===== src/rtl/led_pwm_pkg.sv =====
// Shared defaults and helpers for the LED PWM output stage.
package led_pwm_pkg;

    localparam int DEF_WIDTH = 8;
    localparam int DEF_N_CH  = 16;

    typedef logic [DEF_WIDTH-1:0] duty_t;

    // Terminal count of the period counter: a period spans 2^WIDTH-1 ticks.
    localparam int PWM_MAX = (1 << DEF_WIDTH) - 2;

    function automatic int pwm_tc(input int width);
        return (1 << width) - 2;
    endfunction

    function automatic int ch_width(input int n_ch);
        return (n_ch > 1) ? $clog2(n_ch) : 1;
    endfunction

endpackage


===== src/rtl/led_pwm_if.sv =====
// Duty-write handshake between the brightness controller and the PWM stage.
interface led_pwm_if
    import led_pwm_pkg::*;
#(
    parameter int N_CH  = DEF_N_CH,
    parameter int WIDTH = DEF_WIDTH
);
    localparam int CH_W = ch_width(N_CH);

    logic [WIDTH-1:0] duty_in;
    logic [CH_W-1:0]  duty_chan;
    logic             duty_bcast;
    logic             duty_valid;
    logic             duty_ready;

    modport master (
        output duty_in, duty_chan, duty_bcast, duty_valid,
        input  duty_ready
    );

    modport slave (
        input  duty_in, duty_chan, duty_bcast, duty_valid,
        output duty_ready
    );

endinterface


===== src/rtl/led_pwm_tick.sv =====
// Prescaler: one tick enable every PRESCALE sys_clk cycles.
module led_pwm_tick #(
    parameter int PRESCALE = 1
) (
    input  logic sys_clk,
    input  logic rst_n,
    output logic tick_o
);

    localparam int PW = (PRESCALE > 1) ? $clog2(PRESCALE) : 1;
    localparam logic [PW-1:0] PRE_TC = PW'(PRESCALE - 1);

    logic [PW-1:0] pre_q;
    logic [PW-1:0] pre_d;

    always_comb begin
        pre_d = pre_q + PW'(1);
        if (pre_q == PRE_TC) pre_d = '0;
    end

    always_ff @(posedge sys_clk or negedge rst_n) begin
        if (!rst_n) pre_q <= '0;
        else        pre_q <= pre_d;
    end

    assign tick_o = (pre_q == PRE_TC);

endmodule


===== src/rtl/led_pwm_driver.sv =====
// Multi-channel LED PWM stage: shadow duty registers committed to the active
// set only at period wrap, registered per-channel compare outputs.
module led_pwm_driver
    import led_pwm_pkg::*;
#(
    parameter int N_CH     = DEF_N_CH,
    parameter int WIDTH    = DEF_WIDTH,
    parameter int PRESCALE = 1
) (
    input  logic           sys_clk,
    input  logic           rst_n,
    led_pwm_if.slave       duty_if,
    output logic [N_CH-1:0] led,
    output logic           period_start
);

    localparam int CH_W = ch_width(N_CH);
    localparam logic [WIDTH-1:0] CNT_MAX = WIDTH'(pwm_tc(WIDTH));

    logic             tick;
    logic             wrap;
    logic             wr_en;
    logic             ready_q;
    logic             ps_q;
    logic [WIDTH-1:0] cnt_q;
    logic [WIDTH-1:0] cnt_d;
    logic [N_CH-1:0]  led_q;
    logic [N_CH-1:0]  led_d;
    logic [WIDTH-1:0] shadow_q [N_CH];
    logic [WIDTH-1:0] active_q [N_CH];

    led_pwm_tick #(.PRESCALE(PRESCALE)) u_tick (
        .sys_clk (sys_clk),
        .rst_n   (rst_n),
        .tick_o  (tick)
    );

    assign wr_en = duty_if.duty_valid & ready_q;
    assign wrap  = tick & (cnt_q == CNT_MAX);

    always_comb begin
        cnt_d = cnt_q;
        if (tick) cnt_d = wrap ? '0 : cnt_q + WIDTH'(1);
    end

    always_comb begin
        led_d = '0;
        for (int i = 0; i < N_CH; i++) led_d[i] = (cnt_q < active_q[i]);
    end

    // Shadow writes and the commit share an edge; active takes the pre-write
    // shadow, so a colliding write lands one period later. Channel indices
    // beyond N_CH match no shadow and are silently dropped.
    always_ff @(posedge sys_clk or negedge rst_n) begin
        if (!rst_n) begin
            ready_q <= 1'b0;
            ps_q    <= 1'b0;
            cnt_q   <= '0;
            led_q   <= '0;
            for (int i = 0; i < N_CH; i++) begin
                shadow_q[i] <= '0;
                active_q[i] <= '0;
            end
        end else begin
            ready_q <= 1'b1;
            ps_q    <= wrap;
            cnt_q   <= cnt_d;
            led_q   <= led_d;
            for (int i = 0; i < N_CH; i++) begin
                if (wr_en && (duty_if.duty_bcast || duty_if.duty_chan == CH_W'(i)))
                    shadow_q[i] <= duty_if.duty_in;
                if (wrap)
                    active_q[i] <= shadow_q[i];
            end
        end
    end

    assign duty_if.duty_ready = ready_q;
    assign led                = led_q;
    assign period_start       = ps_q;

endmodule


===== src/flat_wrapper.sv =====
// flat-port wrapper written by rule: the top's interface ports become plain ports
module led_pwm_driver_flat import led_pwm_pkg::*;
#(
    parameter int N_CH     = DEF_N_CH,
    parameter int WIDTH    = DEF_WIDTH,
    parameter int PRESCALE = 1
)
  (sys_clk, rst_n, led, period_start, duty_if_duty_in, duty_if_duty_chan, duty_if_duty_bcast, duty_if_duty_valid, duty_if_duty_ready);
  led_pwm_if #(.N_CH(N_CH), .WIDTH(WIDTH)) duty_if_i ();
  input  logic sys_clk;
  input  logic rst_n;
  output logic [N_CH-1:0] led;
  output logic period_start;
  input wire logic [$bits(duty_if_i.duty_in)-1:0] duty_if_duty_in;
  input wire logic [$bits(duty_if_i.duty_chan)-1:0] duty_if_duty_chan;
  input wire logic [$bits(duty_if_i.duty_bcast)-1:0] duty_if_duty_bcast;
  input wire logic [$bits(duty_if_i.duty_valid)-1:0] duty_if_duty_valid;
  output wire logic [$bits(duty_if_i.duty_ready)-1:0] duty_if_duty_ready;
  assign duty_if_i.duty_in = duty_if_duty_in;
  assign duty_if_i.duty_chan = duty_if_duty_chan;
  assign duty_if_i.duty_bcast = duty_if_duty_bcast;
  assign duty_if_i.duty_valid = duty_if_duty_valid;
  assign duty_if_duty_ready = duty_if_i.duty_ready;
  led_pwm_driver #(.N_CH(N_CH), .WIDTH(WIDTH), .PRESCALE(PRESCALE)) u_core (.sys_clk(sys_clk), .rst_n(rst_n), .duty_if(duty_if_i), .led(led), .period_start(period_start));
endmodule

===== config.mk =====
export PLATFORM = sky130hd
export DESIGN_NAME = led_pwm_driver_flat
export DESIGN_NICKNAME = d
export VERILOG_FILES = /design/src/rtl/led_pwm_pkg.sv /design/src/rtl/led_pwm_if.sv /design/src/rtl/led_pwm_tick.sv /design/src/rtl/led_pwm_driver.sv /design/src/flat_wrapper.sv
export SDC_FILE = /design/constraint.sdc
export NUM_CORES = 1
export LEC_CHECK = 0
export ABC_AREA = 0
export CAP_MARGIN = 20
export CORE_ASPECT_RATIO = 1.4
export CORE_MARGIN = 2
export CORE_UTILIZATION = 45
export DETAILED_ROUTE_END_ITERATION = 12
export PLACE_DENSITY = 0.67
export SLEW_MARGIN = 20
export SYNTH_ARGS = -nofsm -noshare
export SYNTH_HDL_FRONTEND = slang
export SYNTH_SLANG_ARGS = --single-unit

===== constraint.sdc =====
create_clock -name sys_clk -period 2.46 [get_ports sys_clk]
set_clock_uncertainty 0.1 [all_clocks]
set_input_delay 0.369 -clock sys_clk [delete_from_list [all_inputs] [get_ports sys_clk]]
set_output_delay 0.369 -clock sys_clk [all_outputs]
set_load 0.02 [all_outputs]

Yosys cells after proc, flatten, opt, wreduce, memory -nomap -nowiden
Index checks and enable logic that the tools add are counted.
{"block": "totals", "ff_bits": 283, "inputBits": 16, "out_inout_bits": 18, "wordCells": 109}
{"block": "classes", "add_sub_neg": 2, "order_cmp": 16, "eq_ne": 16, "mux": 2, "bitwise": 3, "reduce_logical": 33}
{"cell": "< comparator 8 bit", "n": 16}
{"cell": "equality test 4 bit (second input constant)", "n": 8}
{"cell": "equality test 4 x 3 -> 1 bit (second input constant)", "n": 4}
{"cell": "logical AND 1 bit", "n": 16}
{"cell": "logical OR 1 bit", "n": 16}
{"cell": "adder 8 x 1 -> 8 bit (second input constant)", "n": 1}
{"cell": "equality test 4 x 2 -> 1 bit (second input constant)", "n": 2}
{"cell": "equality test 8 bit (second input constant)", "n": 1}
{"cell": "2-to-1 mux 8 bit", "n": 1}
{"cell": "equality test 4 x 1 -> 1 bit (second input constant)", "n": 1}
{"cell": "zero test 4 bit", "n": 1}
{"cell": "AND 1 bit", "n": 2}
{"cell": "adder 1 bit (second input constant)", "n": 1}
{"cell": "2-to-1 mux 1 bit", "n": 1}
{"cell": "inverter 1 bit", "n": 1}

Depth between registers and ports, before layout
{"block": "depth", "ltp_word": 3, "depth_mapped": 8, "ltp_nobuf": 5}

Cells and area by module
From an unflattened synthesis, not the netlist that was laid out.
{"block": "unflattened", "hier_cells": 1126, "area_unflattened_um2": 13165.1}
{"mod": "led_pwm_driver", "n_inst": 1, "cells_per_inst": 1124, "area_each_um2": 13153.9, "seq_area_each_um2": 7056.8}
{"mod": "led_pwm_tick", "n_inst": 1, "cells_per_inst": 2, "area_each_um2": 11.3, "seq_area_each_um2": 0.0}

Worst setup path before layout
OpenSTA, ideal clock, no wires.
{"block": "synth_path", "kind": "register to register", "startpoint": "register u_core.cnt_q[1]", "endpoint": "register u_core.active_q[0] in the netlist's numbering", "setup_time_ns": 0.127, "arrival_ns": 1.872, "required_time_ns": 2.233, "setup_slack_ns": 0.360, "stages_incl_launch_ff": 7, "path_buffers": 2, "synth_period_minus_slack_ns": 2.100, "path_cell_list": "dfrtp_1 > ha_1 > nand2_1 > nor2_8 > buf_6 > buf_6 > mux2_1"}
{"block": "synth_between", "elab_chain_len": 2}
{"item": "start, declared", "line": "led_pwm_driver.sv:25", "rtl": "logic [WIDTH-1:0] cnt_q;"}
{"item": "start signal, assigned", "line": "led_pwm_driver.sv:67", "rtl": "cnt_q <= cnt_d;"}
{"item": "equality test 8 bit", "line": "led_pwm_driver.sv:39", "rtl": "assign wrap = tick & (cnt_q == CNT_MAX);"}
{"item": "AND 1 bit", "line": "led_pwm_driver.sv:39"}
{"item": "end signal, assigned by index", "line": "led_pwm_driver.sv:73", "rtl": "active_q[i] <= shadow_q[i];"}
{"item": "end, declared", "line": "led_pwm_driver.sv:30", "rtl": "logic [WIDTH-1:0] active_q [N_CH];"}
No other way between the ends.
A chain may end at the register's enable or synchronous reset.

Worst setup path after layout
{"block": "layout_path", "startpoint": "register u_core.cnt_q[0]", "endpoint": "register u_core.active_q[114] in the netlist's numbering"}
Same word-level chain as after synthesis.

==> results.sh <==
export IMPL_status="completed"
export IMPL_synthArstFlopShare_pct=100
export IMPL_arrival_ns=2.40
export IMPL_cts_root_buf="clkbuf_16"
export IMPL_setup_violations=0
export IMPL_critical_path_class="flip-flop to flip-flop"
export IMPL_cp_max_fo=20
export IMPL_start_kind="flip-flop"
export IMPL_rows=74
export IMPL_stdcell_area_um2=15200
export IMPL_die_x_um=149
export IMPL_syn_inst=991
export IMPL_path_clk_slew_ns=0.06
export IMPL_syn_cell_area_um2=13300
export IMPL_p_seq_share_pct=53.1
export IMPL_gp_congestion=0.738
export IMPL_grt_usage_pct=18.1
export IMPL_dr_pass1_iters=4
export IMPL_antenna_left=0
export IMPL_synth_edff_count=0
export IMPL_avgSynthCellArea_um2=13.4
export IMPL_cts_tree="done"
export IMPL_ir_drop_mv=0.390
export IMPL_critPathCaptureType="flip-flop"
export IMPL_cts_buffer_depth=3
export IMPL_cts_resized=0
export IMPL_fin_crit_ns=2.08
export IMPL_switchingPower_mw=2.18
export IMPL_core_area_um2=29200
export IMPL_grt_pass1_wl_um=43400
export IMPL_power_leakage_nw=6.90
export IMPL_slew_viol_final=0
export IMPL_syn_nets=1121
export IMPL_grt_ovfl_total=0
export IMPL_cts_setup_buffers=0
export IMPL_die_area_um2=30900
export IMPL_pwr_density_cell_nw_per_um2=648
export IMPL_clock_latency_ns=0.54
export IMPL_num_io_pins=34
export IMPL_wl_per_cell_um=18.2
export IMPL_clkSinkCount=282
export IMPL_cts_hold_buf=1
export IMPL_power_mw=9.87
export IMPL_cts_made_buffers=27
export IMPL_relSlewSlack_pct=61.3
export IMPL_stdcell_count=1466
export IMPL_synth_flop_cell="dfrtp_1"
export IMPL_htree_levels=1
export IMPL_die_y_um=207
export IMPL_hpwl_um=16600
export IMPL_tightest_slew_ns=0.580
export IMPL_ys_warn_count=0
export IMPL_internal_power_mw=7.69
export IMPL_finalCritPeriodShare_pct=84.7
export IMPL_final_common_cell="dfrtp_1"
export IMPL_fin_util_pct=52.2
export IMPL_final_cell_mix="dfrtp_1, mux2_2, ha_1"
export IMPL_drc=0
export IMPL_finalWirelength_um=26700
export IMPL_combPwrFrac_pct=7.3
export IMPL_grt_antenna_before_repair=2
export IMPL_dpl_instance_area_um2=14400
export IMPL_worst_ep_required_time_ns=2.78
export IMPL_avgViaCountPerCell=5.28
export IMPL_layout_nets=1200
export IMPL_grt_pass1_vias=8162
export IMPL_yosysSeqAreaShare_pct=53.1
export IMPL_switching_share_pct=22.0
export IMPL_grt_max_degree=63
export IMPL_timing_fmax_mhz=480
export IMPL_initial_core_util_pct=45.6
export IMPL_drv_cap=0
export IMPL_hold_viol_final=0
export IMPL_final_layout_size_suffix_gt1_share_pct=27.9
export IMPL_place_ws_ns=0.204
export IMPL_p_clk_share_pct=39.7
export IMPL_finalWorstSetupSlack_ns=0.377
export IMPL_ys_ff_latch=282
export IMPL_num_vias=7745
export IMPL_io_buffers=33
export IMPL_min_path_type="primary input to async pin"
export IMPL_synth_cell_types=34
export IMPL_rsz0062_at_grt="no"
export IMPL_area_growth_pct=14.5
export IMPL_hold_slack_ns=0.250
export IMPL_placed_cells_incl_taps=1420
export IMPL_fin_setup_tns_ns=0
export IMPL_antennaDiodeCount=0
export IMPL_dr_first_iter_drc_count=293
[area by class of cell]
cell class	count	area (um2)
timing repair buffer	79	821
clock inverter	2	10.0
sequential	282	7060
inverter	113	424
tap	380	475
clock buffer	43	816
fill	2501	13900
multi-input combinational	567	5620
[state kept, by name, summed over array words and instances (netlist names)]
| register | flops |
|---|---|
| u_core.led | 16 |
| u_core.period_start | 1 |
| u_core.shadow_q | 128 |
| u_core.duty_if.duty_ready | 1 |
| u_core.cnt_q | 8 |
| u_core.active_q | 128 |
[Yosys cell counts, types with 4 or more instances]
library cell  number  area, um2
buf_2              5       25.0
ha_1             114       1430
nand3_1            4       20.0
mux2_1            54        608
dfrtp_1          282       7060
nor2_1            16       60.1
mux2_2           202       2270
nor3_1             7       35.0
clkbuf_1          10       37.5
a211oi_1          17        128
o21ai_0           20        100
a21oi_1           17       85.1
a41oi_1           15        131
buf_4              7       52.6
buf_6              7       78.8
o21ai_2           15        131
a21o_1            30        225
nand2_1            6       22.5
o211ai_1          15        113
inv_1            113        424
nand2b_1          20        125
[final timing paths]
check                                     from                   end  slack, ns  cells after the start
max                            u_core.cnt_q[0]  u_core.active_q[114]       0.38                      6
min                                      rst_n   u_core.shadow_q[21]       0.25                      2
max reg2reg                    u_core.cnt_q[0]  u_core.active_q[114]       0.38                      6
min reg2reg                u_core.active_q[13]   u_core.active_q[13]       0.38                      1
max in group asynchronous                rst_n   u_core.active_q[59]       1.28                      3
min in group sys_clk       u_core.active_q[13]   u_core.active_q[13]       0.38                      1
[worst max-delay path: stages (launching register included)]
cell and delay [ns]:
dfrtp_1 0.37, inv_1 0.06, ha_1 0.22, nand2_1 0.15, nor2_8 0.41, buf_4 0.29, mux2_2 0.35
[layer usage]
layer	vias up	global-route usage (%)	routed length [um]
li1	3639	-	-
met1	3979	23.5	12000
met2	80	31.6	13400
met3	43	2.35	812
met4	4	5.16	545
met5	-	0	23
[cell families after synthesis]
| logic type | share of synthesized area [%] |
|---|---|
| multiplexers | 21.7 |
| AND/OR/NAND/NOR | 2.49 |
| flip-flops | 53.1 |
| AO/OA/AOI/OAI | 7.13 |
| adder cells (fa/ha/maj) | 10.7 |
| XOR/XNOR | 0.198 |
| other | 0.0282 |
| buffers and inverters | 4.65 |
[power by group through the flow]
stage	combinational [mW]	sequential (mW)	clock (mW)
3_3_place_gp	0.705	5.30	0
4_1_cts	0.737	5.23	4.04
2_1_floorplan	0.454	5.26	0
5_1_grt	0.792	5.29	4.23
6_report	0.716	5.24	3.92
3_5_place_dp	0.734	5.32	0
(Power assumes the default switching activity.)
